$ cat src/rtl/fetch_queue.sv
// fetch_queue: instruction-fetch front end for the DLX pipeline.
//
// It issues pipelined fetch requests to a variable-latency instruction memory.
// It buffers each returned instruction, together with its PC, in a DEPTH-entry
// in-order queue that decode drains through a valid/ready handshake. A redirect
// from ID flushes the queue. Every response still outstanding at that moment is
// later thrown away by a drop counter.
//
// Ports
//   clk, initPC                 clock, synchronous active-high reset
//   imem_req/addr/ready         request channel to instruction memory
//   imem_rvalid/rdata           in-order response channel
//   redirect, redirect_pc       taken branch/jump target from ID
//   out_valid/inst/pc/ready     queue head towards decode
//   q_count                     current queue occupancy
module fetch_queue #(
    parameter int                DEPTH    = 4,
    parameter int                ADDR_W   = 32,
    parameter int                INST_W   = 32,
    parameter logic [ADDR_W-1:0] RESET_PC = '0,
    parameter int                PC_STEP  = 4
) (
    input  logic                       clk,
    input  logic                       initPC,
    output logic                       imem_req,
    output logic [ADDR_W-1:0]          imem_addr,
    input  logic                       imem_ready,
    input  logic                       imem_rvalid,
    input  logic [INST_W-1:0]          imem_rdata,
    input  logic                       redirect,
    input  logic [ADDR_W-1:0]          redirect_pc,
    output logic                       out_valid,
    output logic [INST_W-1:0]          out_inst,
    output logic [ADDR_W-1:0]          out_pc,
    input  logic                       out_ready,
    output logic [$clog2(DEPTH):0]     q_count
);

    localparam int CW = $clog2(DEPTH) + 1;   // counters hold 0..DEPTH
    localparam int PW = $clog2(DEPTH);       // queue pointers wrap naturally
    localparam logic [CW-1:0]     CNT_FULL = CW'(DEPTH);
    localparam logic [CW:0]       CREDITS  = (CW+1)'(DEPTH);
    localparam logic [ADDR_W-1:0] STEP     = ADDR_W'(PC_STEP);

    logic [ADDR_W-1:0] fetch_pc_q, fetch_pc_d;
    logic [ADDR_W-1:0] resp_pc_q,  resp_pc_d;
    logic [CW-1:0]     count_q,    count_d;
    logic [CW-1:0]     inflight_q, inflight_d;
    logic [CW-1:0]     drop_q,     drop_d;
    logic [PW-1:0]     wr_ptr_q,   wr_ptr_d;
    logic [PW-1:0]     rd_ptr_q,   rd_ptr_d;

    logic [INST_W-1:0] inst_q [DEPTH];
    logic [ADDR_W-1:0] pc_q   [DEPTH];

    logic [CW:0] used;
    logic        accept, push, pop;

    // Queued entries plus outstanding requests never exceed DEPTH. This
    // reserves a slot for every response before the request is sent.
    assign used      = {1'b0, count_q} + {1'b0, inflight_q};
    assign imem_req  = !initPC && !redirect && (used < CREDITS);
    assign imem_addr = fetch_pc_q;
    assign accept    = imem_req && imem_ready;

    assign out_valid = (count_q != '0);
    assign out_inst  = inst_q[rd_ptr_q];
    assign out_pc    = pc_q[rd_ptr_q];
    assign q_count   = count_q;

    // A response arriving in a redirect cycle is stale, as is any response
    // that is still owed to the drop counter.
    assign push = !initPC && !redirect && imem_rvalid && (drop_q == '0);
    assign pop  = !redirect && out_valid && out_ready;

    always_comb begin
        fetch_pc_d = fetch_pc_q;
        resp_pc_d  = resp_pc_q;
        count_d    = count_q;
        inflight_d = inflight_q - CW'(imem_rvalid);
        drop_d     = drop_q;
        wr_ptr_d   = wr_ptr_q;
        rd_ptr_d   = rd_ptr_q;

        if (redirect) begin
            fetch_pc_d = redirect_pc;
            resp_pc_d  = redirect_pc;
            count_d    = '0;
            wr_ptr_d   = '0;
            rd_ptr_d   = '0;
            // inflight counts every outstanding request, including ones that
            // are already owed to an earlier drop. So this value is correct on
            // its own, and a back-to-back redirect simply overwrites it.
            drop_d     = inflight_q - CW'(imem_rvalid);
        end else begin
            if (accept) begin
                fetch_pc_d = fetch_pc_q + STEP;
                inflight_d = inflight_q + 1'b1 - CW'(imem_rvalid);
            end
            if (imem_rvalid && drop_q != '0)
                drop_d = drop_q - 1'b1;
            if (push) begin
                resp_pc_d = resp_pc_q + STEP;
                wr_ptr_d  = wr_ptr_q + 1'b1;
            end
            if (pop)
                rd_ptr_d = rd_ptr_q + 1'b1;
            count_d = count_q + CW'(push) - CW'(pop);
        end
    end

    always_ff @(posedge clk) begin
        if (initPC) begin
            fetch_pc_q <= RESET_PC;
            resp_pc_q  <= RESET_PC;
            count_q    <= '0;
            inflight_q <= '0;
            drop_q     <= '0;
            wr_ptr_q   <= '0;
            rd_ptr_q   <= '0;
        end else begin
            fetch_pc_q <= fetch_pc_d;
            resp_pc_q  <= resp_pc_d;
            count_q    <= count_d;
            inflight_q <= inflight_d;
            drop_q     <= drop_d;
            wr_ptr_q   <= wr_ptr_d;
            rd_ptr_q   <= rd_ptr_d;
        end
    end

    // The storage needs no reset, because occupancy is tracked by count_q.
    always_ff @(posedge clk) begin
        if (push) begin
            inst_q[wr_ptr_q] <= imem_rdata;
            pc_q[wr_ptr_q]   <= resp_pc_q;
        end
    end

    a_no_overflow: assert property (@(posedge clk) disable iff (initPC)
        !(push && count_q == CNT_FULL));
    a_credit: assert property (@(posedge clk) disable iff (initPC)
        used <= CREDITS);
    a_drop: assert property (@(posedge clk) disable iff (initPC)
        drop_q <= inflight_q);

endmodule

$ cat config.mk
export PLATFORM = sky130hd
export DESIGN_NAME = fetch_queue
export DESIGN_NICKNAME = d
export VERILOG_FILES = /design/src/rtl/fetch_queue.sv
export SDC_FILE = /design/constraint.sdc
export NUM_CORES = 1
export LEC_CHECK = 0
export BUFFER_PORTS_ARGS = -buffer_cell sky130_fd_sc_hd__buf_2
export CAP_MARGIN = 20
export CORE_MARGIN = 2
export CORE_UTILIZATION = 55
export CTS_BUF_LIST = sky130_fd_sc_hd__clkbuf_4 sky130_fd_sc_hd__clkbuf_8
export DETAILED_ROUTE_END_ITERATION = 8
export PLACE_DENSITY = 0.74
export SYNTH_ARGS = -nofsm -noshare
export SYNTH_HDL_FRONTEND = slang
export SYNTH_SLANG_ARGS = --single-unit
$ cat constraint.sdc
create_clock -name clk -period 4.8 [get_ports clk]
set_input_delay 1.2 -clock clk [delete_from_list [all_inputs] [get_ports clk]]
set_output_delay 1.2 -clock clk [all_outputs]
set_load 0.01 [all_outputs]
==> results summary <==
In this run, post-CTS hold repair placed 0 buffers. The first-pass GRT wire length came out at 45.10 mm. The worst clock skew is approximately 0.035 ns.

The critical path is of the reg -> out type. The clock net in this run drives a total of 335 sinks. The worst register-to-register path ends at imem_addr[27]$_SDFFE_PP0P_. The share of the Yosys chip area taken by registers is 0.6854.

The clock transition at the register clock pins on the worst setup and hold paths after CTS came out at 0.06 ns. The number of flip-flops and latches in the synthesized netlist is 335. The worst hold path terminates at imem_addr[0]$_SDFFE_PP0P_. Summed over all nets, the half-perimeter wirelength after detailed placement is 18.97 mm.

The synthesis warning total came out at 0. Grouping stages by cell kind, the critical path spends the most delay in flip-flops. The area of the mapped netlist came out at 13520 sq um. The initialized floorplan defines 57 standard-cell rows. Of the post-synthesis cell area, the part taken by muxes is 0.1088. The number of diodes came out at 0. The main flop type after synthesis is edfxtp_1.

The routed wire length per instance came out at 20.20 microns. Of the total synthesized cell area, the portion taken by AND, OR, NAND and NOR gates is 0.08836. The number of buffers added for setup after CTS came out at 0. The met2 usage in global routing is 0.3611. The detail-routed via count per cell is 5.811.

The final design area excluding fillers came out at 15900 sq um. The number of instances resized during post-cts repair came out at 0. The number of max-slew violations in the final report came out at 0.

The area growth from synthesis to layout is 17.55%. The flow ran to the end, and the final reports show no timing, DRC or antenna violations. The wire length reported by the detailed router is 28.88 mm. The total number of nets in the final design came out at 1155. The global-route total usage across every layer is 0.2233. The pre-antenna-repair detailed-routing pass consisted of 4 iterations. The total overflow reported by the global router came out at 0. The number of nets still failing antenna checks after routing came out at 0.

The vertical die dimension came out at 160.8 microns. Setup repair after global routing left no endpoint under its margin. The post-synthesis share of cell area spent on xor and xnor gates is 0.02785. The mean cell area of the mapped netlist is 15.51 sq um.

The layer flagged by global routing as most heavily used is met2. In this run the clock root is driven by a clkbuf_8. The share of layout cells above drive strength 1 is 0.3174. The share of the cycle needed by the critical path after routing is 0.7626.

In the synthesized netlist the async set-or-reset flop fraction comes to 0. The number of nets in the synthesized netlist came out at ~960. The largest stage delay on the critical path came out at 0.86 ns. The peak supply drop is 0.2133 mV. The total negative setup slack is 0 ns.

The shortest period the worst path allows came out at 3.660 ns. The gate count of the mapped netlist came out at 872. Of all nets on the critical path, the largest fanout is 37.

The die covers ~26000 sq um. The area of placed instances is 14800 sq um. For this run, global-route usage on met1 was measured as 0.3251.

The floorplan die width came out at 160.8 microns. At the end of routability-driven placement, the weighted congestion stood at 0.8770. The data arrival time of the critical path came out at 2.46 ns.

The largest net degree at the start of global routing came out at 65. The maximum clock rate came out at 273.2 MHz. The adder and majority cell fraction of the synthesized area is 0.01628. For met3 alone, demand over resource in global routing was 0.03719. The initial core utilization came out at 0.5577. The worst-margin pin slew is 0.7779 ns. The required time of the critical path came out at 3.60 ns. Measured against its own limit, the worst slew margin works out to 0.4814. The commonest non-fill, non-tap cell in the layout is edfxtp_1.

The worst hold path begins at imem_addr[0]$_SDFFE_PP0P_. The number of antenna violations at the first check in global routing is 0. Fill cells in the final layout number 1726. The number of port buffers is 170. The synthesized netlist contains 52 unique library cells. Setup violations remaining at the end of the flow were counted as 0. The count of routing violations after the opening detailed-route iteration is between 500 and 600. The via count is 8310. The ratio of total power to cell area is between 300 and 400 nW/um^2. The clock buffer count from CTS came out at 52. The H-tree was split into 2 levels. After synthesis, the largest family of logic cells by area is multiplexers. The cell count along the critical path came out at 3.

The number of buffers between clock root and the deepest sink is 3. The largest individual stage delay along the critical path comes from the cell dfxtp_4. The worst setup path is launched from a flop.

The post-synthesis compound-gate area fraction came out at 0.05348. The setup slack of the most critical reg-to-reg path came out at 1.88 ns. The core box area is around 24000 sq um.

Counting cells, the worst reg-to-reg path comes to 6. The number of instances on the worst hold path came out at 2. The count of pins on the block boundary came out at 171.

The leakage component of the power came out at 5.468 nW. The clock reaches the later pin of the worst-skew pair after approximately 0.58 ns. Traced cell by cell, the critical path runs through buf_12, mux4_2, buf_2. TritonCTS built the clock tree. Leaving out fill and tap cells, the most frequent cells in the layout are edfxtp_1 (256), buf_2 (170), dfxtp_1 (77). The endpoint kind of the worst setup timing path is a primary output. The design draws 0.006042 W. The number of synthesized flops with an enable pin came out at 256. The startpoint of the lowest-slack register-to-register path is q_count[2]$_SDFF_PP0_. The number of remaining DRC errors came out at 0. The number of violations of the max-capacitance limit came out at 0.

The number of global-route vias before repair is 8177. The count of endpoints failing hold in the final timing report came to 0. Counting both buffers and inverters, the worst setup path holds a total of 2. In this run the worst hold path is classified as reg -> reg.
==> final cells by class <==
type                            instances  area (sq um)  share of cell area
Tap cell                              324         405.4             0.02550
Inverter                               29         108.9            0.006848
Clock inverter                         13         136.4            0.008579
Sequential cell                       335          9274              0.5834
Clock buffer                           79         962.2             0.06053
Multi-Input combinational cell        466          3991              0.2511
Timing Repair Buffer                  184          1018             0.06407
==> worst register-to-register path, stage by stage, from the launching register on <==
cell and delay [ns]:
dfxtp_1 0.40, ha_1 0.26, nor3_1 0.50, nand3_1 0.43, or4_1 0.75, or4_1 0.44
nand3_1 0.09
==> state kept, by name, summed over array words and instances (netlist names), named ones only <==
name and count:
wr_ptr_q 2, rd_ptr_q 2, resp_pc_q 32, inflight_q 3, pc_q 128, drop_q 3
imem_addr 32, inst_q 128, q_count 3
==> cells by family after synthesis <==
family / after synthesis
compound gates: 112
simple gates: 227
fa+ha+maj: 17
mux: 67
buf+inv: 71
flops: 335
xor+xnor: 43
==> metal layers <==
layer,part of all wire,vias up
met5,0,-
met4,0.013,0
met3,0.079,37
met2,0.47,351
met1,0.43,4097
li1,-,3825
==> per-stage QoR <==
step / utilization / cells / worst slack, ns / hold slack (ns)
3_5_place_dp: 0.6103 / 1338 / 1.359 / 0.4486
4_1_cts: 0.6556 / 1430 / 1.033 / 0.4566
2_1_floorplan: - / 872 / 0.8644 / 0.4583
6_report: 0.6556 / 1430 / 1.140 / 0.4565
5_1_grt: 0.6556 / 1430 / 0.9194 / 0.5018
3_3_place_gp: 0.6103 / 1338 / 1.357 / 0.4483
==> synth_stat cells (all sizes together) (10+ instances only) <==
master / instances / area, sq um
a21boi: 10 / 75.07
nand4: 18 / 112.6
clkbuf: 33 / 125.1
a31oi: 12 / 75.07
xor2: 11 / 96.34
edfxtp: 256 / 7687
o21ai: 17 / 85.08
nand3: 34 / 175.2
nor2: 35 / 131.4
nor3: 19 / 95.09
xnor2: 32 / 280.3
mux4: 64 / 1441
nand2: 51 / 191.4
ha: 16 / 200.2
nor4: 13 / 81.33
or3: 11 / 70.07
inv: 28 / 105.1
and3: 15 / 95.09
a21oi: 31 / 155.2
dfxtp: 79 / 1582
a211oi: 13 / 97.59
==> power by group <==
group / leakage (nW) / internal, W / switching (W)
clock: 0.583 / 0.00139 / 0.00104
sequential: 2.98 / 0.00319 / 0.0000847
combinational: 1.90 / 0.000138 / 0.000191
==> worst max-delay path by stage <==
stage | startpoint | endpoint | slack, ns
after global placement | imem_rvalid | q_count[2]$_SDFF_PP0_ | 1.36
after floorplan | imem_rvalid | inst_q[0][0]$_DFFE_PP_ | 0.86
after detailed placement | imem_rvalid | q_count[2]$_SDFF_PP0_ | 1.36
final | flop | out_inst[29] | 1.14
after CTS | flop | out_inst[19] | 1.03
after global routing | flop | out_inst[31] | 0.92
No activity file was read; power rests on OpenSTA's default activity.
